===== src/rtl/countdown_4_if.sv =====
// Control/status bundle for the loadable down-counter.
// The master side is the controller; the slave side is the counter.
interface countdown_4_if #(
  parameter int unsigned WIDTH = 4
);
  logic             clear;
  logic             load;
  logic [WIDTH-1:0] load_val;
  logic             hold;
  logic [WIDTH-1:0] count;
  logic             busy;
  logic             done;

  modport master (
    output clear, load, load_val, hold,
    input  count, busy, done
  );

  modport slave (
    input  clear, load, load_val, hold,
    output count, busy, done
  );
endinterface


===== src/rtl/countdown_4.sv =====
// Loadable down-counter with a one-cycle done pulse at zero and optional auto-reload.
// Edge priority: clear, then load, then hold, then the per-state action.
module countdown_4 #(
  parameter int unsigned WIDTH       = 4,
  parameter bit          AUTO_RELOAD = 1'b0
) (
  input logic           clk,
  input logic           rst,
  countdown_4_if.slave  bus
);

  typedef enum logic [1:0] {
    IDLE = 2'd0,
    RUN  = 2'd1,
    DONE = 2'd2
  } state_t;

  state_t           state, state_n;
  logic [WIDTH-1:0] count_q, count_n;
  logic [WIDTH-1:0] reload_q, reload_n;

  always_ff @(posedge clk or posedge rst) begin
    if (rst) begin
      state    <= IDLE;
      count_q  <= '0;
      reload_q <= '0;
    end else begin
      state    <= state_n;
      count_q  <= count_n;
      reload_q <= reload_n;
    end
  end

  always_comb begin
    state_n  = state;
    count_n  = count_q;
    reload_n = reload_q;
    if (bus.clear) begin
      state_n = IDLE;
      count_n = '0;
    end else if (bus.load) begin
      reload_n = bus.load_val;
      count_n  = bus.load_val;
      state_n  = (bus.load_val != '0) ? RUN : DONE;
    end else begin
      unique case (state)
        IDLE: ;
        RUN: begin
          if (!bus.hold) begin
            // zero is never decremented; reaching one ends the run on this edge
            if (count_q != '0) count_n = count_q - WIDTH'(1);
            if (count_q <= WIDTH'(1)) state_n = DONE;
          end
        end
        DONE: begin
          if (AUTO_RELOAD && (reload_q != '0)) begin
            count_n = reload_q;
            state_n = RUN;
          end else begin
            state_n = IDLE;
          end
        end
        default: begin
          state_n = IDLE;
          count_n = '0;
        end
      endcase
    end
  end

  assign bus.count = count_q;
  assign bus.busy  = (state == RUN);
  assign bus.done  = (state == DONE);

endmodule


===== src/flat_wrapper.sv =====
// flat-port wrapper written by rule: the top's interface ports become plain ports
module countdown_4_flat 
#(
  parameter int unsigned WIDTH       = 4,
  parameter bit          AUTO_RELOAD = 1'b0
)
  (clk, rst, bus_clear, bus_load, bus_load_val, bus_hold, bus_count, bus_busy, bus_done);
  countdown_4_if #(.WIDTH(WIDTH)) bus_i ();
  input logic clk;
  input logic rst;
  input wire logic [$bits(bus_i.clear)-1:0] bus_clear;
  input wire logic [$bits(bus_i.load)-1:0] bus_load;
  input wire logic [$bits(bus_i.load_val)-1:0] bus_load_val;
  input wire logic [$bits(bus_i.hold)-1:0] bus_hold;
  output wire logic [$bits(bus_i.count)-1:0] bus_count;
  output wire logic [$bits(bus_i.busy)-1:0] bus_busy;
  output wire logic [$bits(bus_i.done)-1:0] bus_done;
  assign bus_i.clear = bus_clear;
  assign bus_i.load = bus_load;
  assign bus_i.load_val = bus_load_val;
  assign bus_i.hold = bus_hold;
  assign bus_count = bus_i.count;
  assign bus_busy = bus_i.busy;
  assign bus_done = bus_i.done;
  countdown_4 #(.WIDTH(WIDTH), .AUTO_RELOAD(AUTO_RELOAD)) u_core (.clk(clk), .rst(rst), .bus(bus_i));
endmodule

===== config.mk =====
export PLATFORM = sky130hd
export DESIGN_NAME = countdown_4_flat
export DESIGN_NICKNAME = d
export VERILOG_FILES = /design/src/rtl/countdown_4_if.sv /design/src/rtl/countdown_4.sv /design/src/flat_wrapper.sv
export SDC_FILE = /design/constraint.sdc
export NUM_CORES = 1
export LEC_CHECK = 0
export ABC_CLOCK_PERIOD_IN_PS = 1700
export CAP_MARGIN = 40
export CORE_AREA = 4 4 41 43
export DETAILED_ROUTE_END_ITERATION = 12
export DIE_AREA = 0 0 45 47
export HOLD_SLACK_MARGIN = 0.1
export PLACE_DENSITY = 0.68
export RECOVER_POWER = 25
export SYNTH_ARGS = -nofsm -noshare
export SYNTH_HDL_FRONTEND = slang
export SYNTH_SLANG_ARGS = --single-unit

===== constraint.sdc =====
create_clock -name clk -period 1.7 [get_ports clk]
set_input_delay 0.34 -clock clk [delete_from_list [all_inputs] [get_ports clk]]
set_output_delay 0.34 -clock clk [all_outputs]
set_load 0.02 [all_outputs]

==> flow_metrics.py, run 1 <==
metrics = {
    "global_routing": {
        "grt_max_degree": 11,
        "grt_antenna_before_repair": 0,
        "grt_use_total_pct": 16.2,
        "grt_overflow": 0,
        "grt_pass1_vias": 567,
        "grt_first_pass_wirelength_mm": 2.44,
    },
    "routing": {
        "wire_per_inst_um": 15.1,
        "vias": 584,
        "drc": 0,
        "postRouteAntennaNets": 0,
        "dr.first_iter.drc_count": 14,
        "drt_first_pass_iters": 4,
        "wirelength_mm": 1.48,
        "via_per_inst": 5.96,
    },
    "cells_and_area": {
        "n_antenna_cell": 0,
        "syn2layout_area_growth_pct": 42.7,
        "final_layout_size_suffix_gt1_share_pct": 18.1,
        "final_common_cell": "clkdlybuf4s50_1",
        "fin_util_pct": 57.9,
        "mostFrequentLayoutCells": "clkdlybuf4s50_1 (8), buf_4 (7), dfrtp_1 (6)",
        "nets": 96,
        "nFillCells": 132,
    },
    "place": {
        "dp_slack_ns": 0.0978,
        "gp_congestion": 0.774,
        "io_buffers": 14,
        "hpwl_mm": 1.14,
    },
    "sta": {
        "clock_skew_ns": 0.000942,
        "tns_ns": 0,
        "setup_ws_ns": 0.131,
        "max-slew-margin-rel_pct": 75.5,
        "drv_slew": 0,
        "setup_viol": 0,
        "min_period_ns": 1.57,
        "period_share_pct": 92.3,
        "hold_violations": 0,
        "rsz0062_at_grt": "no",
        "tightest_slew_ns": 0.366,
        "max_freq_mhz": 637,
    },
    "floorplanning": {
        "die_height_um": 47,
        "ioPinCount": 15,
        "dieArea_um2": 2120,
        "die_width_um": 45,
        "start_util_pct": 40.6,
        "core_area_um2": 1300,
        "core.rowCount": 13,
    },
    "pwr": {
        "seq_power_share_pct": 33.6,
        "switching_power_uw": 175,
        "p_int_uw": 336,
        "power.density_nw_per_um2": 678,
        "peakVddDrop_mv": 0.593,
        "combinationalPowerShare_pct": 39.3,
        "power_leakage_nw": 0.347,
        "netSwitchingFraction_pct": 34.3,
        "pwr-share-clk_pct": 27.1,
    },
    "logic_synthesis": {
        "ys_warn_count": 0,
        "synthesis.instances": 61,
        "avgSynthCellArea_um2": 8.66,
        "synth.yosys.seq_area_share_pct": 28.4,
        "syn_area_um2": 528,
        "netlist_top_cells_area": "dfrtp_1 (28%), nand2b_1 (5.9%), nor2b_1 (5.9%)",
        "ys_ff_latch": 6,
        "synth_top_area_share_pct": 28.4,
        "syn_nets": 72,
        "synth_top_area_cell": "dfrtp_1",
        "ys_types": 24,
    },
    "cts": {
        "clkTransAtPathRegs_ns": 0.05,
        "h-tree-depth": 1,
        "cts_tree": "built",
        "clock_latency_ns": 0.25,
        "clock-sinks": 6,
        "cts_buffers": 3,
        "cts.hold.buffers_added": 0,
        "cts-root-buf": "clkbuf_4",
        "cts_buffer_depth": 2,
    },
    "critical_path": {
        "crit_path_end_kind": "primary output",
        "cp_num_cells": 1,
        "cp.required_ns": 1.36,
        "worst-setup-path-type": "reg2out",
        "r2r_cells": 5,
        "crit_buf_inv": 1,
        "crit_path_top_delay_cell": "clkdlybuf4s50_1",
        "crit_path_end": "bus_count[1]",
        "max_stage_delay_ns": 0.61,
        "cp_data_arrival_time_ns": 1.23,
        "cp-startpoint": "u_core.bus.count[1]$_DFFE_PP0P_",
        "crit_path_max_fanout": 3,
        "start_kind": "flop",
        "r2r_end": "u_core.bus.count[1]$_DFFE_PP0P_",
        "rrSetupSlack_ns": 0.16,
        "r2r-start": "u_core.bus.count[0]$_DFFE_PP0P_",
        "crit_family": "buffers and inverters",
        "cp_cell_sequence": "clkdlybuf4s50_1",
    },
    "run": {
        "cap_violations": 0,
    },
    "status": {
        "status": "finished clean",
    },
    "min_path": {
        "min_path_type": "in2async",
    },
}
==> cells by family after synthesis <==
family	after synthesis	share of synthesized area, %
simple gates	32	37.7
compound gates	14	23.7
buf+inv	7	5.45
flops	6	28.4
fa+ha+maj	2	4.74
==> registers in the layout (all words and copies together), names as in the netlist <==
register          count
u_core.state          2
u_core.bus.count      4
==> metrics by stage <==
stage	hold WS [ns]	instance area (µm²)	power (mW)	instances
2_1_floorplan	0.131	528	0.288	61
3_3_place_gp	0.594	729	0.375	95
3_5_place_dp	0.589	729	0.378	95
4_1_cts	0.320	748	0.516	98
5_1_grt	0.461	753	0.542	98
6_report	0.454	753	0.511	98
==> cell usage after synthesis (all sizes together) <==
cell     count
a21oi        3
a31oi        2
and2b        1
buf          2
dfrtp        6
ha           2
inv          5
nand2        2
nand2b       5
nand3        4
nand4        2
nand4bb      1
nor2         5
nor2b        5
nor3b        4
nor4         2
o2111ai      3
o211ai       3
o221ai       1
o31a         1
o41ai        1
or3b         1
==> power groups by stage <==
stage                     clock network (mW)  logic [mW]  registers, mW
final                                  0.138       0.201          0.172
after global routing                   0.149       0.218          0.176
after CTS                              0.142       0.202          0.172
after detailed placement                   0       0.204          0.174
after floorplan                            0       0.101          0.187
after global placement                     0       0.201          0.174
==> worst min path at each step <==
stage	depth (start not counted)	to	slack [ns]	from
2_1_floorplan	1	u_core.bus.count[0]$_DFFE_PP0P_	0.13	rst
3_3_place_gp	2	u_core.bus.count[3]$_DFFE_PP0P_	0.59	rst
3_5_place_dp	2	u_core.bus.count[3]$_DFFE_PP0P_	0.59	rst
4_1_cts	2	u_core.bus.count[2]$_DFFE_PP0P_	0.32	rst
5_1_grt	2	u_core.state[0]$_DFFE_PP0P_	0.46	rst
6_report	2	u_core.bus.count[3]$_DFFE_PP0P_	0.45	rst
==> metal layers <==
layer | vias up | GRT usage, % | wire, µm
met5 | - | 0 | 0
met2 | 40 | 28.5 | 714
li1 | 275 | - | -
met1 | 263 | 17.4 | 568
met3 | 6 | 6.90 | 168
met4 | 0 | 5.85 | 24
==> repair_timing <==
item | 4_1_cts | 5_1_grt
pin swaps | 0 | 0
setup buffers | 0 | 0
setup endpoints to repair | 3 | 2
cloned | 0 | 0
gates resized for setup | 3 | 2
==> layout make-up <==
class | count | area (µm²) | area share [%]
timing repair buffer | 21 | 194 | 25.7
tap | 15 | 18.8 | 2.49
inverter | 5 | 18.8 | 2.49
clock buffer | 3 | 22.5 | 2.99
multi-input combinational | 48 | 349 | 46.3
sequential | 6 | 150 | 19.9
Note: power is estimated with default switching activity, not from simulation.
==> run 2, diff against run 1 <==
Settings changed: CAP_MARGIN 40 to 0.
==> results of run 2 <==
Final layout, timing and power as in run 1 (identical DEF).
